==> config.mk <==
export PLATFORM = sky130hd
export DESIGN_NAME = addr_map_cfg_ctrl
export DESIGN_NICKNAME = d
export VERILOG_FILES = /design/src/rtl/addr_map_cfg_ctrl.sv
export SDC_FILE = /design/constraint.sdc
export NUM_CORES = 1
export LEC_CHECK = 0
export CAP_MARGIN = 20
export CORE_ASPECT_RATIO = 0.7
export CORE_MARGIN = 4
export CORE_UTILIZATION = 50
export DETAILED_ROUTE_END_ITERATION = 16
export GPL_TIMING_DRIVEN = 0
export HOLD_SLACK_MARGIN = 0.15
export PLACE_DENSITY = 0.76
export SKIP_LAST_GASP = 1
export SYNTH_ARGS = -nofsm -noshare
export SYNTH_HDL_FRONTEND = slang
export SYNTH_SLANG_ARGS = --single-unit
==> constraint.sdc <==
create_clock -name clk -period 7.08 [get_ports clk]
set_input_delay 2.124 -clock clk [delete_from_list [all_inputs] [get_ports clk]]
set_output_delay 2.124 -clock clk [all_outputs]
set_load 0.05 [all_outputs]
==> src/rtl/addr_map_cfg_ctrl.sv <==
// Address-map configuration controller: streams one logical address per physical index into a
// shadow table and commits it atomically. Optional duplicate detection via ADDR_MAP_DUP_CHECK_EN.
module addr_map_cfg_ctrl #(
    parameter int addr_width  = 4,
    parameter int num_routers = 16
) (
    input  logic                                  clk,
    input  logic                                  rst_n,
    input  logic                                  cfg_start,
    input  logic                                  cfg_mode,
    input  logic                                  s_cfg_tvalid,
    output logic                                  s_cfg_tready,
    input  logic [addr_width-1:0]                 s_cfg_tdata,
    input  logic                                  s_cfg_tlast,
    output logic [addr_width*num_routers:0]       table_bits,
    output logic                                  table_valid,
    output logic                                  cfg_busy,
    output logic                                  cfg_done,
    output logic                                  cfg_error,
    output logic [1:0]                            cfg_err_code,
    output logic [$clog2(num_routers):0]          entry_count
);

    localparam int CW = $clog2(num_routers) + 1;
    localparam int TW = addr_width * num_routers + 1;
    localparam logic [CW-1:0] LAST_IDX = CW'(num_routers - 1);

    typedef enum logic [1:0] {
        IDLE,
        LOAD,
        DRAIN,
        COMMIT
    } state_t;

    state_t                                   r_state;
    logic [num_routers-1:0][addr_width-1:0]   r_shadow;
    logic                                     r_mode;
    logic [TW-1:0]                            r_table;
    logic                                     r_valid;
    logic                                     r_done;
    logic                                     r_error;
    logic [1:0]                               r_errCode;
    logic [CW-1:0]                            r_count;

    logic                                     w_beat;
    logic [CW-2:0]                            w_idx;

    assign s_cfg_tready = (r_state == LOAD) || (r_state == DRAIN);
    assign w_beat       = s_cfg_tvalid && s_cfg_tready;
    assign w_idx        = r_count[CW-2:0];

`ifdef ADDR_MAP_DUP_CHECK_EN
    logic r_dup;
    logic w_match;

    // Only entries already written in this load take part in the comparison.
    always_comb begin
        w_match = 1'b0;
        for (int j = 0; j < num_routers; j++) begin
            if ((CW'(j) < r_count) && (r_shadow[j] == s_cfg_tdata)) begin
                w_match = 1'b1;
            end
        end
    end
`endif

    // cfg_start outranks any beat in the same cycle, except during the one-cycle COMMIT.
    always_ff @(posedge clk) begin
        if (!rst_n) begin
            r_state   <= IDLE;
            r_shadow  <= '0;
            r_mode    <= 1'b0;
            r_table   <= '0;
            r_valid   <= 1'b0;
            r_done    <= 1'b0;
            r_error   <= 1'b0;
            r_errCode <= 2'd0;
            r_count   <= '0;
`ifdef ADDR_MAP_DUP_CHECK_EN
            r_dup     <= 1'b0;
`endif
        end else begin
            r_done <= 1'b0;
            if (cfg_start && (r_state != COMMIT)) begin
                r_state   <= LOAD;
                r_shadow  <= '0;
                r_mode    <= cfg_mode;
                r_error   <= 1'b0;
                r_errCode <= 2'd0;
                r_count   <= '0;
`ifdef ADDR_MAP_DUP_CHECK_EN
                r_dup     <= 1'b0;
`endif
            end else begin
                case (r_state)
                    IDLE: begin
                        r_state <= IDLE;
                    end
                    LOAD: begin
                        if (w_beat) begin
                            if (s_cfg_tlast && (r_count != LAST_IDX)) begin
                                r_state   <= IDLE;
                                r_error   <= 1'b1;
                                r_errCode <= 2'd1;
                            end else begin
                                r_shadow[w_idx] <= s_cfg_tdata;
                                r_count         <= r_count + CW'(1);
`ifdef ADDR_MAP_DUP_CHECK_EN
                                r_dup           <= r_dup || w_match;
`endif
                                if (r_count == LAST_IDX) begin
                                    if (!s_cfg_tlast) begin
                                        r_state   <= DRAIN;
                                        r_error   <= 1'b1;
                                        r_errCode <= 2'd2;
                                    end else begin
`ifdef ADDR_MAP_DUP_CHECK_EN
                                        if (r_dup || w_match) begin
                                            r_state   <= IDLE;
                                            r_error   <= 1'b1;
                                            r_errCode <= 2'd3;
                                        end else begin
                                            r_state <= COMMIT;
                                        end
`else
                                        r_state <= COMMIT;
`endif
                                    end
                                end
                            end
                        end
                    end
                    DRAIN: begin
                        if (w_beat && s_cfg_tlast) begin
                            r_state <= IDLE;
                        end
                    end
                    COMMIT: begin
                        r_table <= {r_mode, r_shadow};
                        r_valid <= 1'b1;
                        r_done  <= 1'b1;
                        r_state <= IDLE;
                    end
                    default: begin
                        r_state <= IDLE;
                    end
                endcase
            end
        end
    end

    assign table_bits   = r_table;
    assign table_valid  = r_valid;
    assign cfg_busy     = (r_state != IDLE);
    assign cfg_done     = r_done;
    assign cfg_error    = r_error;
    assign cfg_err_code = r_errCode;
    assign entry_count  = r_count;

endmodule

==> results.md <==
* Final setup vio count at 0
* Global-route usage over all layers at a little over a fifth
* Worst Hold Class: register to register
* Area fraction of the dominant cell type after synthesis at about 55%
* Synth Instances at 516
* Most common cell in the synthesized netlist: dfxtp_1
* Fillcell total at between 700 and 800
* Final Instance Area at 0.00682 mm2
* Final HPWL DP at 8.77 mm
* Synth area leader: dfxtp_1
* Fmax at between 200 and 250 MHz
* Overall Power at between 1.5 and 2 mW
* Pleak at between 2 and 2.5 nW
* Core Region at 0.00987 mm2
* RSZ-0062 raised after global routing: no
* Final wirelength at 12.7 mm
* Routed len/inst at about 17 um
* Setup TNS at 0 ns
* Non-Filler Instances at about 760
* Tcrit/Tclk final at about 60%
* Count of buffers from port buffering at 86
* H-tree depth at 4
* Chip Height at a little over 90 um
* Fin. Hold Viols at 0
* #FFs+latches synth at 142
* DR pass1 iterations at 5
* Ant diodes at 0
* Area taken by multi-input logic gates at approximately 0.0021 mm2
* Max incr delay on CP at roughly 0.82 ns
* Die W at between 100 and 150 um
* Final worst slack at roughly 2.8 ns
* Mapped Area at about 0.005 mm2
* Final core utilization at between 60% and 70%
* First-pass GRT wire length at between 20 and 25 mm
* Crit end category: output pin
* Clk Latency, worst-skew pair at about 0.42 ns
* Placed Area at between 0.006 and 0.007 mm2
* CP max-delay cell: clkdlybuf4s50_1
* Min Tclk post-route at ~4.2 ns
* Sequential Area at 0.00284 mm2
* Total grt overflow at 0
* Ranking of synthesized cells by instance count: 142 x dfxtp_1, 77 x nand3_1, 76 x nor2_1
* Die area at ~0.012 mm2
* Worst setup SP type: register
* Pwr dens at between 200 and 300 mW/mm2
* Peak VDD IR at 0.164 mV
* CP required at 4.96 ns
* CP max FO at 5
* Ys async rst share at 0%
* Warnings, synthesis at 0
* Setup Skew at slightly above 0.006 ns
* Worst-margin pin slew at ~0.56 ns
* Area contributors post-synth: dfxtp_1 55%, mux2i_1 13%, nand3_1 7.5%
* Ys flop type: dfxtp_1
* Initial antenna violation count at 0
* Largest net degree at the start of global routing at 17
* CTS max path bufs at 2
* Initial Util at around 52%
* Share of cells above drive strength 1 at about a tenth
* DRC Markers at 0
* Max cap viols at 0
* Sequential-to-total area share from yosys stat at around 55%
* Slew Viols, Final at 0
* Routed via count at between 4000 and 5000
* EDFF count, synth at 0
* Post-CTS Resized at 0
* Slew HR at between 60% and 70%
* Unique masters post-synth at 35
* Clk pin slew, worst setup/hold paths at around 0.060 ns
* Final Net Count at approximately 640
* Crit Path Category: register to output pin
* CTS Root Cell: clkbuf_16
* Final ANT Viol Nets at 0
* CTS tree: built
* I/O Pins at a little under 90
* 1st-iter DRT viols at 285
* Clock buffers created by TritonCTS at 17
* Rows at 30
* Min Hold Slack at 0.463 ns
* Crit-path cells: inv_1 > ha_1 > clkdlybuf4s50_1
* Post-synthesis average cell area at 9.99 um2
* Synthesized Nets at approximately 540
* Status: finished, final reports clean
* Post-CTS Hold Fix Bufs at 0
* Crit path arrival time at ~2.1 ns
* Number of setup buffers added after CTS at 0
* Area grow syn2layout at 32.4%
* Number of global-route vias before repair at a little under 4000
* Vias per cell at 5.37
* Placed cells at between 700 and 800
* Clock Sink Count at 142
* Dpl ws at 2.91 ns
* GPL Wtd Cong at around 0.77
-- power breakdown --
group | internal [mW] | switching [mW] | leakage (nW)
registers | 0.800 | 0.00129 | 1.14
logic | 0.0179 | 0.0360 | 0.941
clock network | 0.620 | 0.344 | 0.309
total | 1.44 | 0.382 | 2.39
-- routing by layer --
layer | global-route usage (%) | wire length, um | vias to the layer above
met2 | 32.4 | 5580 | 120
li1 | - | - | 2010
met4 | 6.73 | 195 | 0
met5 | 0 | 0 | -
met1 | 28.9 | 6090 | 1937
met3 | 7.44 | 786 | 25
-- final timing paths --
kind | start | end | slack (ns) | depth (start not counted)
worst max-delay path | r_state[0]$_SDFFE_PN0P_ | s_cfg_tready | 2.84 | 3
worst min-delay path | r_shadow[14]$_SDFFE_PP0P_ | r_shadow[14]$_SDFFE_PP0P_ | 0.46 | 2
worst max register to register | entry_count[0]$_SDFFE_PP0P_ | r_shadow[8]$_SDFFE_PP0P_ | 4.22 | 11
worst min register to register | r_shadow[14]$_SDFFE_PP0P_ | r_shadow[14]$_SDFFE_PP0P_ | 0.46 | 2
-- cell type report --
cell class | count | area share [%]
inverter | 9 | 0.495
sequential | 142 | 41.7
multi-input combinational | 333 | 30.5
timing repair buffer | 86 | 12.6
clock buffer | 20 | 6.84
clock inverter | 12 | 2.68
tap | 128 | 2.35
buffer | 32 | 2.88
-- state kept, by name, indices dropped and copies added, names as in the netlist --
signal / cells
r_mode: 1
cfg_error: 1
cfg_done: 1
r_shadow: 64
cfg_err_code: 2
entry_count: 5
r_state: 2
table_bits: 65
table_valid: 1
-- critical path, delay by kind of cell, from the launching register on --
kind       cells  cell delay, ns
fa+ha+maj      1            0.35
flops          1            0.43
buf+inv        2            0.93
-- logic make-up after synthesis --
logic type	synth area share (%)
buf+inv	4.47
xor+xnor	0.510
compound gates	7.65
flops	55.2
simple gates	16.0
fa+ha+maj	3.16
mux	13.0
-- placed cells by master (no fill, tap or decap), types with 2 or more instances in the layout --
cell             synthesis  final
nand2_1                  2      2
nor2_1                  76     76
inv_6                    0      2
bufinv_16                0      4
buf_2                   16     16
ha_1                    13     13
clkdlybuf4s50_1          0     86
nand4_1                  4      4
clkbuf_1                 6      6
nor2b_1                  2      2
and3_1                   2      2
clkinv_4                 0      2
clkinvlp_4               0      3
nand2_2                  4      4
xor2_1                   2      2
clkbuf_16                0     17
inv_1                    9      9
o21ai_0                 30     30
and2_1                   2      2
clkbuf_8                 0      3
mux2i_1                 67     67
a21oi_1                  2      2
dfxtp_1                142    142
nand3_1                 77     77
buf_4                    3      3
buf_6                    6      6
o21ai_1                 36     36
Power figures use the tool's default switching activity.
